==> src/rtl/fp8_special_resolver.sv <==
// Two-stage FP8 special-case resolver: S1 classifies operands, S2 decides whether the
// result is fully determined by special values. Optional sticky flags: FP8_STICKY_FLAGS_EN.
module fp8_special_resolver (
  input  logic       clk,
  input  logic       rst_n,
  input  logic       in_valid,
  output logic       in_ready,
  input  logic [1:0] fp_operation,
  input  logic [7:0] op_a,
  input  logic [7:0] op_b,
  output logic       out_valid,
  input  logic       out_ready,
  output logic [7:0] result,
  output logic       result_is_special,
  output logic       exc_invalid,
  input  logic       flag_clr,
  output logic       sticky_invalid,
  output logic [7:0] invalid_count
);

  localparam logic [1:0] OP_ADD = 2'b00;
  localparam logic [1:0] OP_SUB = 2'b01;
  localparam logic [1:0] OP_MUL = 2'b10;
  localparam logic [7:0] CANON_NAN = 8'h7C;

  typedef struct packed {
    logic sign;
    logic zero;
    logic inf;
    logic nan;
  } fp8_class_t;

  function automatic fp8_class_t classify(input logic [7:0] x);
    fp8_class_t c;
    c.sign = x[7];
    c.zero = (x[6:0] == 7'h00);
    c.inf  = (x[6:3] == 4'hF) && (x[2:0] == 3'b000);
    c.nan  = (x[6:3] == 4'hF) && (x[2:0] != 3'b000);
    return c;
  endfunction

  // Handshake: a beat transfers on a rising edge where valid and ready are both high.
  // in_ready never depends on in_valid; out_valid never depends on out_ready, and the
  // output payload holds while out_valid is high and out_ready is low.
  logic       v1;
  logic       v2;
  logic       adv;
  logic       in_fire;
  logic       out_fire;

  logic [1:0] s1_op;
  logic [7:0] s1_a;
  logic [7:0] s1_b;
  fp8_class_t s1_ca;
  fp8_class_t s1_cb;

  logic [7:0] b_eff;
  fp8_class_t ca_d;
  fp8_class_t cb_d;

  logic [7:0] res_d;
  logic       spec_d;
  logic       inv_d;
  logic       any_nan;
  logic       sign_xor;

  assign adv      = !v2 || out_ready;
  assign in_ready = !v1 || adv;
  assign in_fire  = in_valid && in_ready;
  assign out_fire = v2 && out_ready;
  assign out_valid = v2;

  // Subtraction becomes addition of the negated B; NaN payloads pass untouched.
  always_comb begin
    b_eff = op_b;
    if (fp_operation == OP_SUB && !classify(op_b).nan) begin
      b_eff = {~op_b[7], op_b[6:0]};
    end
    ca_d = classify(op_a);
    cb_d = classify(b_eff);
  end

  always_ff @(posedge clk or negedge rst_n) begin
    if (!rst_n) begin
      v1    <= 1'b0;
      s1_op <= 2'b00;
      s1_a  <= 8'h00;
      s1_b  <= 8'h00;
      s1_ca <= '0;
      s1_cb <= '0;
    end else if (in_ready) begin
      v1 <= in_valid;
      if (in_valid) begin
        s1_op <= fp_operation;
        s1_a  <= op_a;
        s1_b  <= b_eff;
        s1_ca <= ca_d;
        s1_cb <= cb_d;
      end
    end
  end

  assign any_nan  = s1_ca.nan || s1_cb.nan;
  assign sign_xor = s1_ca.sign ^ s1_cb.sign;

  always_comb begin
    res_d  = 8'h00;
    spec_d = 1'b0;
    inv_d  = 1'b0;
    case (s1_op)
      OP_ADD, OP_SUB: begin
        if (any_nan || (s1_ca.inf && s1_cb.inf && sign_xor)) begin
          res_d  = CANON_NAN;
          spec_d = 1'b1;
          inv_d  = 1'b1;
        end else if (s1_ca.inf) begin
          res_d  = s1_a;
          spec_d = 1'b1;
        end else if (s1_cb.inf) begin
          res_d  = s1_b;
          spec_d = 1'b1;
        end else if (s1_ca.zero && s1_cb.zero) begin
          res_d  = {s1_ca.sign && s1_cb.sign, 7'h00};
          spec_d = 1'b1;
        end else if (s1_ca.zero) begin
          res_d  = s1_b;
          spec_d = 1'b1;
        end else if (s1_cb.zero) begin
          res_d  = s1_a;
          spec_d = 1'b1;
        end
      end
      OP_MUL: begin
        if (any_nan || (s1_ca.zero && s1_cb.inf) || (s1_ca.inf && s1_cb.zero)) begin
          res_d  = CANON_NAN;
          spec_d = 1'b1;
          inv_d  = 1'b1;
        end else if (s1_ca.inf || s1_cb.inf) begin
          res_d  = {sign_xor, 7'h78};
          spec_d = 1'b1;
        end else if (s1_ca.zero || s1_cb.zero) begin
          res_d  = {sign_xor, 7'h00};
          spec_d = 1'b1;
        end
      end
      default: begin
        res_d  = CANON_NAN;
        spec_d = 1'b1;
        inv_d  = 1'b1;
      end
    endcase
  end

  always_ff @(posedge clk or negedge rst_n) begin
    if (!rst_n) begin
      v2                <= 1'b0;
      result            <= 8'h00;
      result_is_special <= 1'b0;
      exc_invalid       <= 1'b0;
    end else if (adv) begin
      v2 <= v1;
      if (v1) begin
        result            <= res_d;
        result_is_special <= spec_d;
        exc_invalid       <= inv_d;
      end
    end
  end

`ifdef FP8_STICKY_FLAGS_EN
  logic inv_event;
  assign inv_event = out_fire && exc_invalid;

  // A clear coinciding with an invalid event leaves exactly that one event recorded.
  always_ff @(posedge clk or negedge rst_n) begin
    if (!rst_n) begin
      sticky_invalid <= 1'b0;
      invalid_count  <= 8'h00;
    end else if (flag_clr) begin
      sticky_invalid <= inv_event;
      invalid_count  <= {7'h00, inv_event};
    end else if (inv_event) begin
      sticky_invalid <= 1'b1;
      if (invalid_count != 8'hFF) begin
        invalid_count <= invalid_count + 8'h01;
      end
    end
  end
`else
  logic unused_flag_inputs;
  assign unused_flag_inputs = flag_clr ^ out_fire;
  assign sticky_invalid     = 1'b0;
  assign invalid_count      = 8'h00;
`endif

endmodule

==> config.mk <==
export PLATFORM = sky130hd
export DESIGN_NAME = fp8_special_resolver
export DESIGN_NICKNAME = d
export VERILOG_FILES = /design/src/rtl/fp8_special_resolver.sv
export SDC_FILE = /design/constraint.sdc
export NUM_CORES = 1
export LEC_CHECK = 0
export ABC_AREA = 1
export CAP_MARGIN = 20
export CORE_ASPECT_RATIO = 0.9
export CORE_MARGIN = 3
export CORE_UTILIZATION = 38
export DETAILED_ROUTE_END_ITERATION = 7
export GPL_ROUTABILITY_DRIVEN = 1
export PLACE_DENSITY = 0.69
export SLEW_MARGIN = 30
export SYNTH_ARGS = -nofsm -noshare
export SYNTH_HDL_FRONTEND = slang
export SYNTH_SLANG_ARGS = --single-unit
==> constraint.sdc <==
create_clock -name clk -period 1.4 [get_ports clk]
set_clock_uncertainty 0.15 [all_clocks]
set_input_delay 0.28 -clock clk [delete_from_list [all_inputs] [get_ports clk]]
set_output_delay 0.28 -clock clk [all_outputs]
set_load 0.01 [all_outputs]
=== Word level (Yosys, flattened, before mapping) ===
Index checks and enable logic that the tools add are counted.

* Logic and storage cells: 82
* Flip-flop bits (word level): 38
* Bits of input ports: 23
* Output and inout bits: 21

* Bitwise gates (word level): 2
* Reductions and logical operators: 34
* Muxes and demuxes: 24
* Equal/unequal tests: 6

{| class="wikitable"
|+ Operators with widths
! operator !! count
|-
| 8-bit two-way mux || 10
|-
| 8-bit case mux with 2 select lines || 1
|-
| 7-bit zero test || 2
|-
| 4-bit equality test (second input constant) || 3
|-
| 1-bit logical AND || 12
|-
| 1-bit two-way mux || 11
|-
| 3-bit nonzero test || 3
|-
| 1-bit logical OR || 8
|-
| 3-bit zero test || 2
|-
| 2-bit by 1-bit equality test with 1-bit output (second input constant) || 2
|-
| 1-bit case mux with 2 select lines || 2
|-
| 2-bit AND reduction || 2
|-
| 1-bit zero test || 3
|-
| 2-bit equality test (second input constant) || 1
|-
| 2-bit zero test || 1
|-
| 2-bit OR reduction || 1
|-
| 1-bit NOT || 1
|-
| 1-bit bitwise XOR || 1
|}

=== Depth between registers and ports, before layout ===
Gate-level depths: netlist of the first run.

* Depth in word-level cells: 7
* Gate-level depth with buffers: 9
* Depth with buffers taken out: 9

=== Worst setup path before layout of the first run ===
Ideal clock, no wire load.

* Path type: reg2reg
* From: reg s1_a[7] (netlist name)
* To: reg result_is_special
* Setup time: 118 ps
* Slack: 32 ps
* Clock period less this slack: 1368 ps
* Data required time: 1132 ps
* Path buffers: 0
* Arrival time: 1100 ps
* Stages on the path, launching flop included: 8
* Path through: dfrtp_1 -> ha_1 -> nand3_2 -> nand3_2 -> inv_2 -> nor2_2 -> nor3_2 -> nor2_2

{| class="wikitable"
|+ RTL lines
! what !! RTL line !! text
|-
| end signal: assignment || 164 || <nowiki>result_is_special <= spec_d;</nowiki>
|-
| end: declaration || 14 || <nowiki>output logic result_is_special,</nowiki>
|}

=== Final worst setup path of the first run ===
* From: reg s1_a[7]
* To: reg result[7]

* Cells in the longest elaborated chain, start to end: 7

{| class="wikitable"
|+ RTL lines
! what !! RTL line !! text
|-
| start: declaration || 52 || <nowiki>logic [7:0] s1_a;</nowiki>
|-
| start signal: assignment || 95 || <nowiki>s1_a <= op_a;</nowiki>
|-
| 8-bit two-way mux || 128 || <nowiki>end else if (s1_cb.zero) begin</nowiki>
|-
| 8-bit two-way mux || 125 || <nowiki>end else if (s1_ca.zero) begin</nowiki>
|-
| 8-bit two-way mux || 122 || <nowiki>end else if (s1_ca.zero && s1_cb.zero) begin</nowiki>
|-
| 8-bit two-way mux || 119 || <nowiki>end else if (s1_cb.inf) begin</nowiki>
|-
| 8-bit two-way mux (*) || 116 || <nowiki>end else if (s1_ca.inf) begin</nowiki>
|-
| 8-bit two-way mux (*) || 112 || <nowiki>if (any_nan || (s1_ca.inf && s1_cb.inf && sign_xor)) begin</nowiki>
|-
| 8-bit case mux with 2 select lines (*) || 110 || <nowiki>case (s1_op)</nowiki>
|-
| end signal: assignment || 163 || <nowiki>result <= res_d;</nowiki>
|-
| end: declaration || 13 || <nowiki>output logic [7:0] result,</nowiki>
|}

Every way passes the cells marked *; elsewhere a longest branch is shown, timed or not.
A chain may end at the register's enable or synchronous reset.

==> results of run 1 <==
metrics by stage:
step | cells | total power [mW] | TNS (ns) | worst slack [ns] | cell area (µm²)
6_report | 359 | 2.96 | -0.418 | -0.0769 | 2630
5_1_grt | 359 | 3.15 | -0.913 | -0.138 | 2630
4_1_cts | 356 | 2.89 | -0.377 | -0.0967 | 2540
3_5_place_dp | 348 | 2.14 | -9.39 | -0.411 | 2380
3_3_place_gp | 348 | 2.13 | -8.24 | -0.402 | 2380
2_1_floorplan | 245 | 1.74 | 0 | 0.0321 | 1910
registers in the layout, indices dropped and copies added (netlist names):
signal	flops
result_is_special	1
exc_invalid	1
s1_ca	3
out_valid	1
result	8
v1	1
s1_b	8
s1_cb	3
s1_a	8
s1_op	2
worst max-delay path, cell delays in order, from the launching register on:
cell,delay [ns]
dfrtp_1,0.41
ha_4,0.26
buf_4,0.13
buf_4,0.12
nand2_1,0.06
nand2_1,0.05
o21ai_1,0.11
a21oi_2,0.07
kinds of logic (layout without fill, tap and decap cells):
family                     after synthesis  after routing  synth area share, %
and+or+nand+nor                        123            123                 29.6
buffers and inverters                   44             96                 12.4
DFF                                     36             36                 47.8
AOI/OAI and AO/OA                       32             32                 9.24
adders and majority gates                1              1                0.664
other                                    1              9                0.199
Yosys cell counts (4+ instances only):
cell,number
a21oi_1,10
buf_4,9
buf_6,4
dfrtp_1,36
inv_1,24
inv_2,4
nand2_1,77
nand3_1,10
nand4_1,4
nor2_1,14
nor2_2,4
o21ai_0,9
o21ai_1,7
power breakdown:
part	internal [mW]	total [mW]	switching, mW
combinational	0.432	0.883	0.451
sequential	1.21	1.32	0.110
clock	0.401	0.758	0.357
total	2.04	2.96	0.918
final cells by class:
type	count	area share, %
inverters	29	4.61
well taps	62	2.95
clock buffers	8	3.42
flip-flops and latches	36	34.3
repair buffers	59	20.5
multi-input cells	165	34.2
repair_timing:
item | 4_1_cts | 5_1_grt
pin swaps | 5 | 14
hold buffers | 0 | 0
setup buffers | 0 | 3
endpoints found under the setup margin | 27 | 34
resized for setup | 34 | 26
layout by cell type, fill, tap and decap left out, types with 2 or more instances in the layout:
master | Yosys | layout
buf_6 | 4 | 2
nand2_2 | 3 | 3
nand2_1 | 77 | 75
a21oi_1 | 10 | 2
nand3_1 | 10 | 8
inv_2 | 4 | 2
clkbuf_1 | 0 | 2
nor2_1 | 14 | 13
o21a_1 | 2 | 2
nor2_4 | 1 | 4
inv_4 | 1 | 2
clkbuf_8 | 0 | 6
a21oi_2 | 1 | 8
nand3_2 | 3 | 3
clkdlybuf4s15_1 | 0 | 10
dlymetal6s2s_1 | 0 | 2
conb_1 | 1 | 9
buf_4 | 9 | 23
nand4_1 | 4 | 4
dfrtp_1 | 36 | 35
nor2_2 | 4 | 2
nor3_2 | 1 | 2
nand3_4 | 0 | 2
inv_1 | 24 | 24
o21ai_0 | 9 | 9
clkdlybuf4s50_1 | 0 | 19
nand2_4 | 2 | 3
o21ai_1 | 7 | 7
o22ai_1 | 2 | 2
per-layer routing:
layer  vias to the layer above  track usage, %  part of all wire, %
li1                        845               -                    -
met1                       754            22.7                   48
met2                        41            23.6                   46
met3                         8            3.46                  4.6
met4                         0            5.63                  1.4
met5                         -               0                    0
path summary, 6_finish.rpt:
check | start | to | slack, ns | cells past startpoint
hold reg to reg | result[1]$_DFFE_PN0P_ | result[1]$_DFFE_PN0P_ | 0.33 | 2
setup reg to reg | s1_a[7]$_DFFE_PN0P_ | result[7]$_DFFE_PN0P_ | -0.08 | 7
min in group clk | out_ready | out_valid$_DFFE_PN0P_ | 0.23 | 5
hold / removal | rst_n | s1_b[1]$_DFFE_PN0P_ | 0.21 | 2
max in group asynchronous | rst_n | s1_ca[1]$_DFFE_PN0P_ | 0.69 | 2
setup / recovery | s1_a[7]$_DFFE_PN0P_ | result[7]$_DFFE_PN0P_ | -0.08 | 7
==> out/metrics.yaml, run 1 <==
status:
  status: "complete, but fails checks"
  violations: "negative setup slack"
floorplan:
  pin_count: 44
  start_util_pct: 40.9
  num_rows: 23
  die_area_um2: 5840
  die_y_um: 72.8
  die_x_um: 80.2
  core_area_um2: 4600
sta:
  slew_violations: 0
  holdWs_ns: 0.210
  fmax_ghz: 0.677
  timing_hold_violations_final: 0
  setup_slack_ns: -0.0769
  rsz0062_at_grt: "true"
  post-route-period-util_pct: 105
  finalSetupViolations: 8
  fin_crit_ns: 1.48
power:
  irDropWorstVdd_v: 0.000543
  power.density_nw_per_um2: 1130
  p_leak_nw: 1.31
run:
  cap_violations: 0
layout:
  areaGrowthSynthToFinish_pct: 39.7
  multi_input_area_um2: 900
  utilization_pct: 57.1
  finish.net_count: 320
  diodes: 0
  fill_cells: 445
  regArea_um2: 902
  drive_above_1_share_pct: 23.6
placement:
  io_buffer_count: 33
  gp_congestion: 0.810
  dp_hpwl_um: 3090
synth:
  syn_avg_cell_area_um2: 7.95
  syn-instance-count: 237
  ys_types: 29
  synth.cell_area_um2: 1880
  synth-edff-count: 0
  synth_top_area_share_pct: 47.8
  synth.area.top_cells: "dfrtp_1, nand2_1, inv_1"
  yosys_warnings: 0
  synthArstFlopShare_pct: 100
  yosysTopAreaCell: "dfrtp_1"
  ys_ff_latch: 36
  ys_seq_area_share_pct: 47.8
  synth_ff_type: "dfrtp_1"
setup_path:
  worstSetupStartpointType: "flop"
  arrival_ns: 1.50
  critPathRequiredTime_ns: 1.42
  worstPathMaxFanout: 2
  critPathKind: "reg2reg"
  crit_path_end_kind: "flop"
route:
  vias: 1648
  drtPass1Iterations: 4
  post_drt_wl_per_cell_um: 11.8
  drt-initial-drc-count: 110
  final_antenna_net_count: 0
  via_per_inst: 4.59
  drc_errors: 0
  wl_um: 4240
clock_tree:
  root_buffer: "clkbuf_8"
  clock_path_buffers: 2
  cts_made_buffers: 5
  clkLatencyLatePin_ns: 0.29
  cts.sinks: 36
  htreeDepth: 2
  cts_tree: "built"
  clk_pin_slew_ns: 0.07
grt:
  gr-total-overflow: 0
  grt_max_degree: 37
  antenna_found_initial: 0
  grt_pass1_vias: 1540
  track_usage_pct: 15.8
  grt_pass1_wl_um: 7040
min_path:
  hold_class: "in2async"
Note: power is estimated with default switching activity, not from simulation.
==> run 2: changes to the inputs <==
GPL_TIMING_DRIVEN = 0   (was default)
==> run 2 against run 1 <==
- the run still ends with negative setup slack left
- clock power grew 19%
- maximum frequency grew 0.50%
- clock-buffer cell count shrank 2
- hold slack lost 0.069 ns
- cell count shrank 1.1%
- die area is the same
- power grew 4.5%
- critical path type unchanged
- sequential cell count is the same
- sequential share of layout area grew 0.083 points
==> out/metrics.yaml, run 2 (synthesis results as in run 1) <==
status:
  status: "complete, but fails checks"
  violations: "negative setup slack"
route:
  drc_errors: 0  # unchanged
  final_antenna_net_count: 0  # unchanged
  post_drt_wl_per_cell_um: 11.9  # +1.2%
  drt-initial-drc-count: 90  # -18%
  drtPass1Iterations: 4  # unchanged
  via_per_inst: 4.55  # -0.78%
  vias: 1617  # -1.9%
  wl_um: 4240  # about the same
layout:
  finish.net_count: 316  # -1.3%
  drive_above_1_share_pct: 22.9  # -0.70 points
  final_cell_mix: "nand2_1, dfrtp_1, inv_1, clkdlybuf4s50_1, buf_4"
  areaGrowthSynthToFinish_pct: 39.2
  fin_cells: 355  # -1.1%
  diodes: 0  # unchanged
  reg_top3: "result: 8 flops, s1_a: 8 flops, s1_b: 8 flops"
  final_common_cell: "nand2_1"
  fin_area_um2: 2620  # -0.38%
sta:
  finalSetupViolations: 7  # -1
  slew_violations: 0  # unchanged
  fin_crit_ns: 1.47  # -0.00734 ns
  timing_hold_violations_final: 0  # unchanged
  post-route-period-util_pct: 105  # -0.52 points
  rsz0062_at_grt: "true"
  finalSetupTns_ns: -0.277  # +0.140 ns
  fmax_ghz: 0.680  # +0.50%
  setup_slack_ns: -0.0696  # +0.00734 ns
setup_path:
  path_cells: "ha_4 > nand3_4 > nand2_4 > a21oi_2 > nand2_1 > nand2_1 > a21oi_2"
  r2r-end: "result[4]$_DFFE_PN0P_"
  critPathRequiredTime_ns: 1.47  # +0.05 ns
  worstPathMaxFanout: 4  # +2
  r2r_setup_slack_ns: -0.07  # about the same
  crit_path_end_kind: "flop"
  reg2reg_from: "s1_b[7]$_DFFE_PN0P_"
  worstSetupStartpointType: "flop"
  critPathSlowestCell: "dfrtp_1"
  cp_top_family: "flip-flops"
  critPathKind: "reg2reg"
  arrival_ns: 1.54  # +0.04 ns
  critPathBufInv: 0  # -2
  cpPeakStageDelay_ns: 0.41  # about the same
  r2r_cells: 7  # unchanged
clock_tree:
  htreeDepth: 2  # unchanged
  cts_made_buffers: 5  # unchanged
  clkLatencyLatePin_ns: 0.29  # about the same
  clock_path_buffers: 2  # unchanged
  root_buffer: "clkbuf_8"
  clk_pin_slew_ns: 0.07  # about the same
  cts.sinks: 36  # unchanged
  cts_tree: "built"
grt:
  gr-total-overflow: 0  # unchanged
  grt_pass1_vias: 1467  # -4.7%
  antenna_found_initial: 0  # unchanged
  track_usage_pct: 16.0  # +0.12 points
  grt_max_degree: 22  # -41%
  grt_pass1_wl_um: 7150  # +1.5%
floorplan:
  die_x_um: 80.2  # unchanged
  start_util_pct: 40.9  # unchanged
  die_y_um: 72.8  # unchanged
  num_rows: 23  # unchanged
  pin_count: 44  # unchanged
  core_area_um2: 4600  # unchanged
  die_area_um2: 5840  # unchanged
min_path:
  hold_start: "op_b[4]"
  hold_class: "in2reg"
  whs_path_depth: 3
  holdPathEnd: "s1_b[4]$_DFFE_PN0P_"
power:
  p_leak_nw: 1.32  # +0.82%
  power_mw: 3.09  # +4.5%
  irDropWorstVdd_v: 0.000744  # +37%
  power.density_nw_per_um2: 1180  # +4.9%
placement:
  place_area_um2: 2340  # -1.7%
  dp_slack_ns: -0.448  # -0.0367 ns
  gp_congestion: 0.906  # +12%
  dp_hpwl_um: 3180  # +2.9%
  io_buffer_count: 33  # unchanged
  placed_cells: 341  # -2.0%
run:
  cap_violations: 0  # unchanged
## run 2: repair_timing
action | in CTS | in global routing
setup endpoints to repair | 25 | 36
hold buffers | 1 | 0
buffers inserted | 1 | 4
cloned | 0 | 0
pin swaps | 2 | 10
hold endpoints to repair | 15 | 0
resized for setup | 30 | 25
## run 2: how the worst max path moves through the flow
stage,depth (start not counted),end,start,slack (ns)
after floorplan,7,result_is_special$_DFFE_PN0P_,s1_a[7]$_DFFE_PN0P_,0.03
after global placement,1,result_is_special$_DFFE_PN0P_,rst_n,-0.90
after detailed placement,4,in_ready,out_ready,-0.45
after CTS,7,result[4]$_DFFE_PN0P_,s1_b[7]$_DFFE_PN0P_,-0.07
after global routing,7,result[3]$_DFFE_PN0P_,s1_b[7]$_DFFE_PN0P_,-0.12
final,7,result[4]$_DFFE_PN0P_,s1_b[7]$_DFFE_PN0P_,-0.07
## run 2: routing by layer
layer,GRT usage (%),part of all wire [%],wire [µm],vias to the layer above
li1,-,-,-,837
met1,22.9,48,2030,729
met2,24.4,46,1940,45
met3,3.33,5.3,225,6
met4,4.50,1.0,44,0
met5,0,0,0,-
## run 2: tightest hold or removal path: stages
cell            delay, ns
dlymetal6s2s_1       0.13
inv_1                0.07
o21ai_1              0.06
## run 2: area by class of cell
type / instances / area [µm²]
inverters: 29 / 114
flip-flops and latches: 36 / 901
multi-input cells: 165 / 896
repair buffers: 40 / 403
clock buffers: 6 / 72.6
fillers: 445 / 1980
well taps: 62 / 77.6
plain buffers: 15 / 123
clock inverters: 2 / 35.0
## run 2: power breakdown
part	switching, mW	internal (mW)	total, mW
Combinational	0.453	0.419	0.872
Sequential	0.109	1.21	1.32
Clock	0.375	0.529	0.903
Total	0.937	2.16	3.09
## run 2: metrics by stage
step | util, % | hold slack, ns
2_1_floorplan | - | -0.166
3_3_place_gp | 50.4 | 0.316
3_5_place_dp | 50.9 | 0.0753
4_1_cts | 54.8 | 0.298
5_1_grt | 56.9 | 0.173
6_report | 56.9 | 0.141
